## config.mk

```make
export PLATFORM = sky130hd
export DESIGN_NAME = fpdiv_sequencer
export DESIGN_NICKNAME = d
export VERILOG_FILES = /design/src/rtl/fpdiv_sequencer.sv
export SDC_FILE = /design/constraint.sdc
export NUM_CORES = 1
export LEC_CHECK = 0
export CAP_MARGIN = 0
export CORE_UTILIZATION = 44
export DETAILED_ROUTE_END_ITERATION = 12
export GPL_TIMING_DRIVEN = 0
export HOLD_SLACK_MARGIN = 0.05
export PLACE_DENSITY = 0.85
export SLEW_MARGIN = 20
export SYNTH_ARGS = -nofsm -noshare
export SYNTH_HDL_FRONTEND = slang
export SYNTH_SLANG_ARGS = --single-unit
```

## constraint.sdc

```tcl
create_clock -name clk -period 6.5 [get_ports clk]
set_input_delay 1.625 -clock clk [delete_from_list [all_inputs] [get_ports clk]]
set_output_delay 1.625 -clock clk [all_outputs]
set_load 0.03 [all_outputs]
```

## src/rtl/fpdiv_sequencer.sv

```systemverilog
// fpdiv_sequencer: valid/ready front end for the f32 divide/sqrt core.
// Accepts one operation at a time, holds the operands stable for the core,
// pulses the core clear, counts the core latency and captures the result
// into an output register released under a valid/ready handshake.
// Optional feature macro: FPDIV_SPECIAL_EN resolves IEEE special cases in
// LOAD and bypasses the core run.
module fpdiv_sequencer #(
    parameter int unsigned LATENCY = 12,
    parameter int unsigned CW      = 4
) (
    input  logic        clk,
    input  logic        reset,
    input  logic        in_valid,
    output logic        in_ready,
    input  logic        in_rm,
    input  logic [1:0]  in_op,
    input  logic [31:0] in_n,
    input  logic [31:0] in_d,
    output logic        div_clear,
    output logic        div_rm,
    output logic [1:0]  div_op,
    output logic [31:0] div_n,
    output logic [31:0] div_d,
    input  logic [31:0] div_result,
    output logic        out_valid,
    input  logic        out_ready,
    output logic [31:0] out_result,
    output logic        busy
);

    typedef enum logic [1:0] {
        S_IDLE = 2'd0,
        S_LOAD = 2'd1,
        S_RUN  = 2'd2,
        S_DONE = 2'd3
    } state_t;

    localparam logic [CW-1:0] CNT_LAST = CW'(LATENCY - 1);
    localparam logic [31:0]   QNAN     = 32'h7FC0_0000;

    state_t         state;
    state_t         state_next;
    logic [CW-1:0]  cnt;
    logic           accept;
    logic           run_last;
    logic           special_hit;
    logic [31:0]    special_value;

    assign in_ready  = (state == S_IDLE);
    assign out_valid = (state == S_DONE);
    assign busy      = (state != S_IDLE);
    assign accept    = in_valid & in_ready;
    assign run_last  = (state == S_RUN) && (cnt == CNT_LAST);

`ifdef FPDIV_SPECIAL_EN
    logic n_nan, n_inf, n_zero;
    logic d_nan, d_inf, d_zero;
    logic q_sign;

    assign n_nan  = (div_n[30:23] == 8'hFF) && (div_n[22:0] != '0);
    assign n_inf  = (div_n[30:23] == 8'hFF) && (div_n[22:0] == '0);
    assign n_zero = (div_n[30:0] == '0);
    assign d_nan  = (div_d[30:23] == 8'hFF) && (div_d[22:0] != '0);
    assign d_inf  = (div_d[30:23] == 8'hFF) && (div_d[22:0] == '0);
    assign d_zero = (div_d[30:0] == '0);
    assign q_sign = div_n[31] ^ div_d[31];

    // Classify the registered operands; checks are ordered so NaN-producing
    // cases win over the signed inf/zero results.
    always_comb begin
        special_hit   = 1'b0;
        special_value = '0;
        if (div_op == 2'b00) begin
            if (n_nan || d_nan || (n_zero && d_zero) || (n_inf && d_inf)) begin
                special_hit   = 1'b1;
                special_value = QNAN;
            end else if (d_zero) begin
                special_hit   = 1'b1;
                special_value = {q_sign, 8'hFF, 23'd0};
            end else if (n_zero || d_inf) begin
                special_hit   = 1'b1;
                special_value = {q_sign, 31'd0};
            end
        end else if (div_op == 2'b01) begin
            if (n_nan || (div_n[31] && !n_zero)) begin
                special_hit   = 1'b1;
                special_value = QNAN;
            end else if (n_zero) begin
                special_hit   = 1'b1;
                special_value = div_n;
            end
        end
    end
`else
    assign special_hit   = 1'b0;
    assign special_value = '0;
`endif

    // State register.
    always_ff @(posedge clk or posedge reset) begin
        if (reset) begin
            state <= S_IDLE;
        end else begin
            state <= state_next;
        end
    end

    // Next-state logic.
    always_comb begin
        state_next = state;
        case (state)
            S_IDLE: if (in_valid) state_next = S_LOAD;
            S_LOAD: state_next = special_hit ? S_DONE : S_RUN;
            S_RUN:  if (cnt == CNT_LAST) state_next = S_DONE;
            S_DONE: if (out_ready) state_next = S_IDLE;
            default: state_next = S_IDLE;
        endcase
    end

    // Latency counter: zeroed in LOAD, advances through RUN.
    always_ff @(posedge clk or posedge reset) begin
        if (reset) begin
            cnt <= '0;
        end else if (state == S_LOAD) begin
            cnt <= '0;
        end else if (state == S_RUN) begin
            cnt <= cnt + 1'b1;
        end
    end

    // Operand registers and the clear pulse, both driven by acceptance.
    always_ff @(posedge clk or posedge reset) begin
        if (reset) begin
            div_clear <= 1'b0;
            div_rm    <= 1'b0;
            div_op    <= '0;
            div_n     <= '0;
            div_d     <= '0;
        end else begin
            div_clear <= accept;
            if (accept) begin
                div_rm <= in_rm;
                div_op <= in_op;
                div_n  <= in_n;
                div_d  <= in_d;
            end
        end
    end

    // Result register: loads only on core capture or the bypass path.
    always_ff @(posedge clk or posedge reset) begin
        if (reset) begin
            out_result <= '0;
        end else if (run_last) begin
            out_result <= div_result;
        end else if ((state == S_LOAD) && special_hit) begin
            out_result <= special_value;
        end
    end

endmodule

```

==> key figures <==
Outcome
  – Outcome: finished, final reports clean

Drt
  – Post-DRT Antenna Nets: 0
  – Drt total wl: 9910 um
  – 1st-iter DRT viols: 48
  – DRT Pass-1 Iters: 4
  – Via count: 2803
  – Avg WL per Cell: 16.6 um
  – DR vias/cell: 4.69
  – DRC viols: 0

Clock network
  – H-tree depth: 3
  – Worst skew pair latency: 0.36 ns
  – Maximum clock path buffer count: 2
  – Post-CTS Setup Bufs: 0
  – Clk slew on worst S/H paths: 0.09 ns
  – Cts hold-fix bufs: 0
  – CTS Buf Count: 9
  – # clock sinks: 106
  – CTS root buffer: clkbuf_8
  – CTS resizes: 0
  – CTS tree: built

Floorplanning
  – Die H: 101 um
  – I/O pins: 206
  – Rows: 35
  – Die width: 101 um
  – Core region area: 0.00937 sq mm
  – Starting density of the core: 0.462
  – Die ar.: 0.0103 sq mm

Power
  – Power density over cell area: 549 mW/mm^2
  – Pwr Total: 3.72 mW
  – Leakage power: 2.96 nW
  – Max VDD drop: 0.000289 V

STA
  – RSZ-0062 raised after global routing: false
  – Fin. Hold Viols: 0
  – Fin crit share: 0.547
  – Slew HR: 0.755
  – Period minus WS final: 3.56 ns
  – Clk_skew: 0.0163 ns
  – Pins Over Slew Limit: 0
  – Slew at the pin closest to its max-slew limit: 0.367 ns
  – Peak Freq: 281 MHz
  – Final-report setup violation count: 0
  – Setup WS post-layout: 2.94 ns
  – Hold WS: 0.513 ns
  – Fin Setup TNS: 0 ns

Synthesis
  – Area contributors post-synth: dfrtp_1 (61%), mux2_4 (17%), mux2_2 (14%), ha_1 (1.4%), buf_12 (0.92%)
  – YS warnings: 0
  – Library cells used by synthesis: 23
  – Syn_area_per_cell: 17.5 sq um
  – Post-Synthesis Cells: 247
  – Yosys top cell by area: dfrtp_1
  – Post-synthesis sequential area ratio: 0.612
  – Syn_nets: 355
  – Post-synth top area share: 0.612
  – Post-Syn Area: 0.00433 sq mm
  – #FFs+latches synth: 106

Global routing
  – Vias in the first global route: 2935
  – Number of antenna violations at the first check in global routing: 0
  – Largest net degree at the start of global routing: 75
  – GRT overflow: 0
  – GRT Total Usage: 0.195
  – First-pass GRT wire length: 15200 um

Hold path
  – Worst Hold Depth: 1
  – Hold Path Class: reg2reg
  – Hold Path End: div_n[31]
  – Hold_sp: div_n[31]

Placement
  – GPL Wtd Cong: 0.745
  – Worst slack, placed: 3.33 ns
  – IO buf count: 205
  – Cell count after placement: 582
  – Post-place instance area: 0.00658 sq mm
  – Dpl hpwl: 7530 um

Final layout
  – Layout cells sized above 1: 0.284
  – Antenna cell count: 0
  – Non-Filler Cell Area, Final: 0.00677 sq mm
  – Fin cells: 598
  – Final Core Density: 0.722
  – Layout Nets: 572
  – Layout area overhead: 56.1%

Run
  – Max_cap viols: 0

Setup path
  – WP data arrival: 1.93 ns
  – Crit path kind: reg2out
  – R2R depth: 7
  – Startpoint type of the worst setup path: flop
  – Worst reg2reg path startpoint: state[0]
  – Worst reg2reg setup slack: 4.74 ns
  – Max Fanout on Critical Path: 4
  – Crit path capture type: output port
  – Worst EP required: 4.88 ns
  – Reg2reg end: div_d[13]
==> critical path, cell delays in order, from the launching register on <==
cell             delay [ns]
dfrtp_1                0.41
inv_1                  0.08
ha_1                   0.26
inv_2                  0.13
clkdlybuf4s50_1        0.70
==> cells in the mapped netlist <==
library cell,number
buf_4,4
buf_6,3
nand2_1,1
buf_12,2
dfrtp_1,106
nor2_1,1
nor2_8,1
nor2b_1,2
o22ai_1,2
clkbuf_1,1
nand4_4,1
mux2_2,53
mux2_4,49
o32a_1,1
ha_1,5
a221oi_2,1
buf_8,1
mux2i_1,1
o21ai_0,1
inv_2,1
inv_1,7
nand3_1,1
nand3b_1,2
==> power breakdown <==
part	leakage, nW	total (mW)	internal, mW	switching, mW
Clock	0.0896	0.388	0.164	0.224
Combinational	1.63	2.15	1.07	1.08
Sequential	1.25	1.18	0.998	0.184
==> cells by family after synthesis <==
logic type | after synthesis | share of synthesized area
AOI/OAI and AO/OA | 5 | 0.00981
adders and majority gates | 5 | 0.0144
buffers and inverters | 19 | 0.0352
DFF | 106 | 0.612
muxes | 103 | 0.310
and+or+nand+nor | 9 | 0.0188
==> worst max path at each step <==
stage / startpoint / endpoint / slack, ns / depth (start not counted)
2_1_floorplan: reset / cnt[0] / 2.09 / 1
3_3_place_gp: reset / div_n[11] / 0.59 / 2
3_5_place_dp: state[0] / busy / 3.33 / 4
4_1_cts: state[0] / busy / 2.92 / 4
5_1_grt: state[0] / busy / 2.86 / 4
6_report: state[0] / busy / 2.94 / 4
==> registers in the layout, summed over array words and instances, names as in the netlist <==
name        count
cnt             4
div_clear       1
div_d          32
div_n          32
div_op          2
div_rm          1
out_result     32
state           2
==> layout by cell type, fill, tap and decap left out, drive strengths merged, types with 2 or more instances in the layout <==
cell type	netlist	layout
buf	10	11
clkbuf	1	13
clkdlybuf4s50	0	205
clkinvlp	0	2
dfrtp	106	106
ha	5	5
inv	8	10
mux2	102	102
nand3b	2	2
nor2	2	2
nor2b	2	2
o22ai	2	2
==> per-layer routing <==
metal  up-vias  share of wire  wire, um  global-route usage
li1       1297              -         -                   -
met1      1367           0.39      3860               0.233
met2       124           0.52      5200               0.339
met3        15          0.064       636              0.0518
met4         0          0.022       215              0.0747
met5         -              0         0                   0
==> layout make-up <==
cell class,instances,area (sq um)
sequential,106,2650
multi-input combinational,122,1530
buffer,11,123
inverter,8,35.0
clock buffer,12,155
clock inverter,4,32.5
fill,665,2600
timing repair buffer,206,2080
tap,129,161
Power figures use the tool's default switching activity.
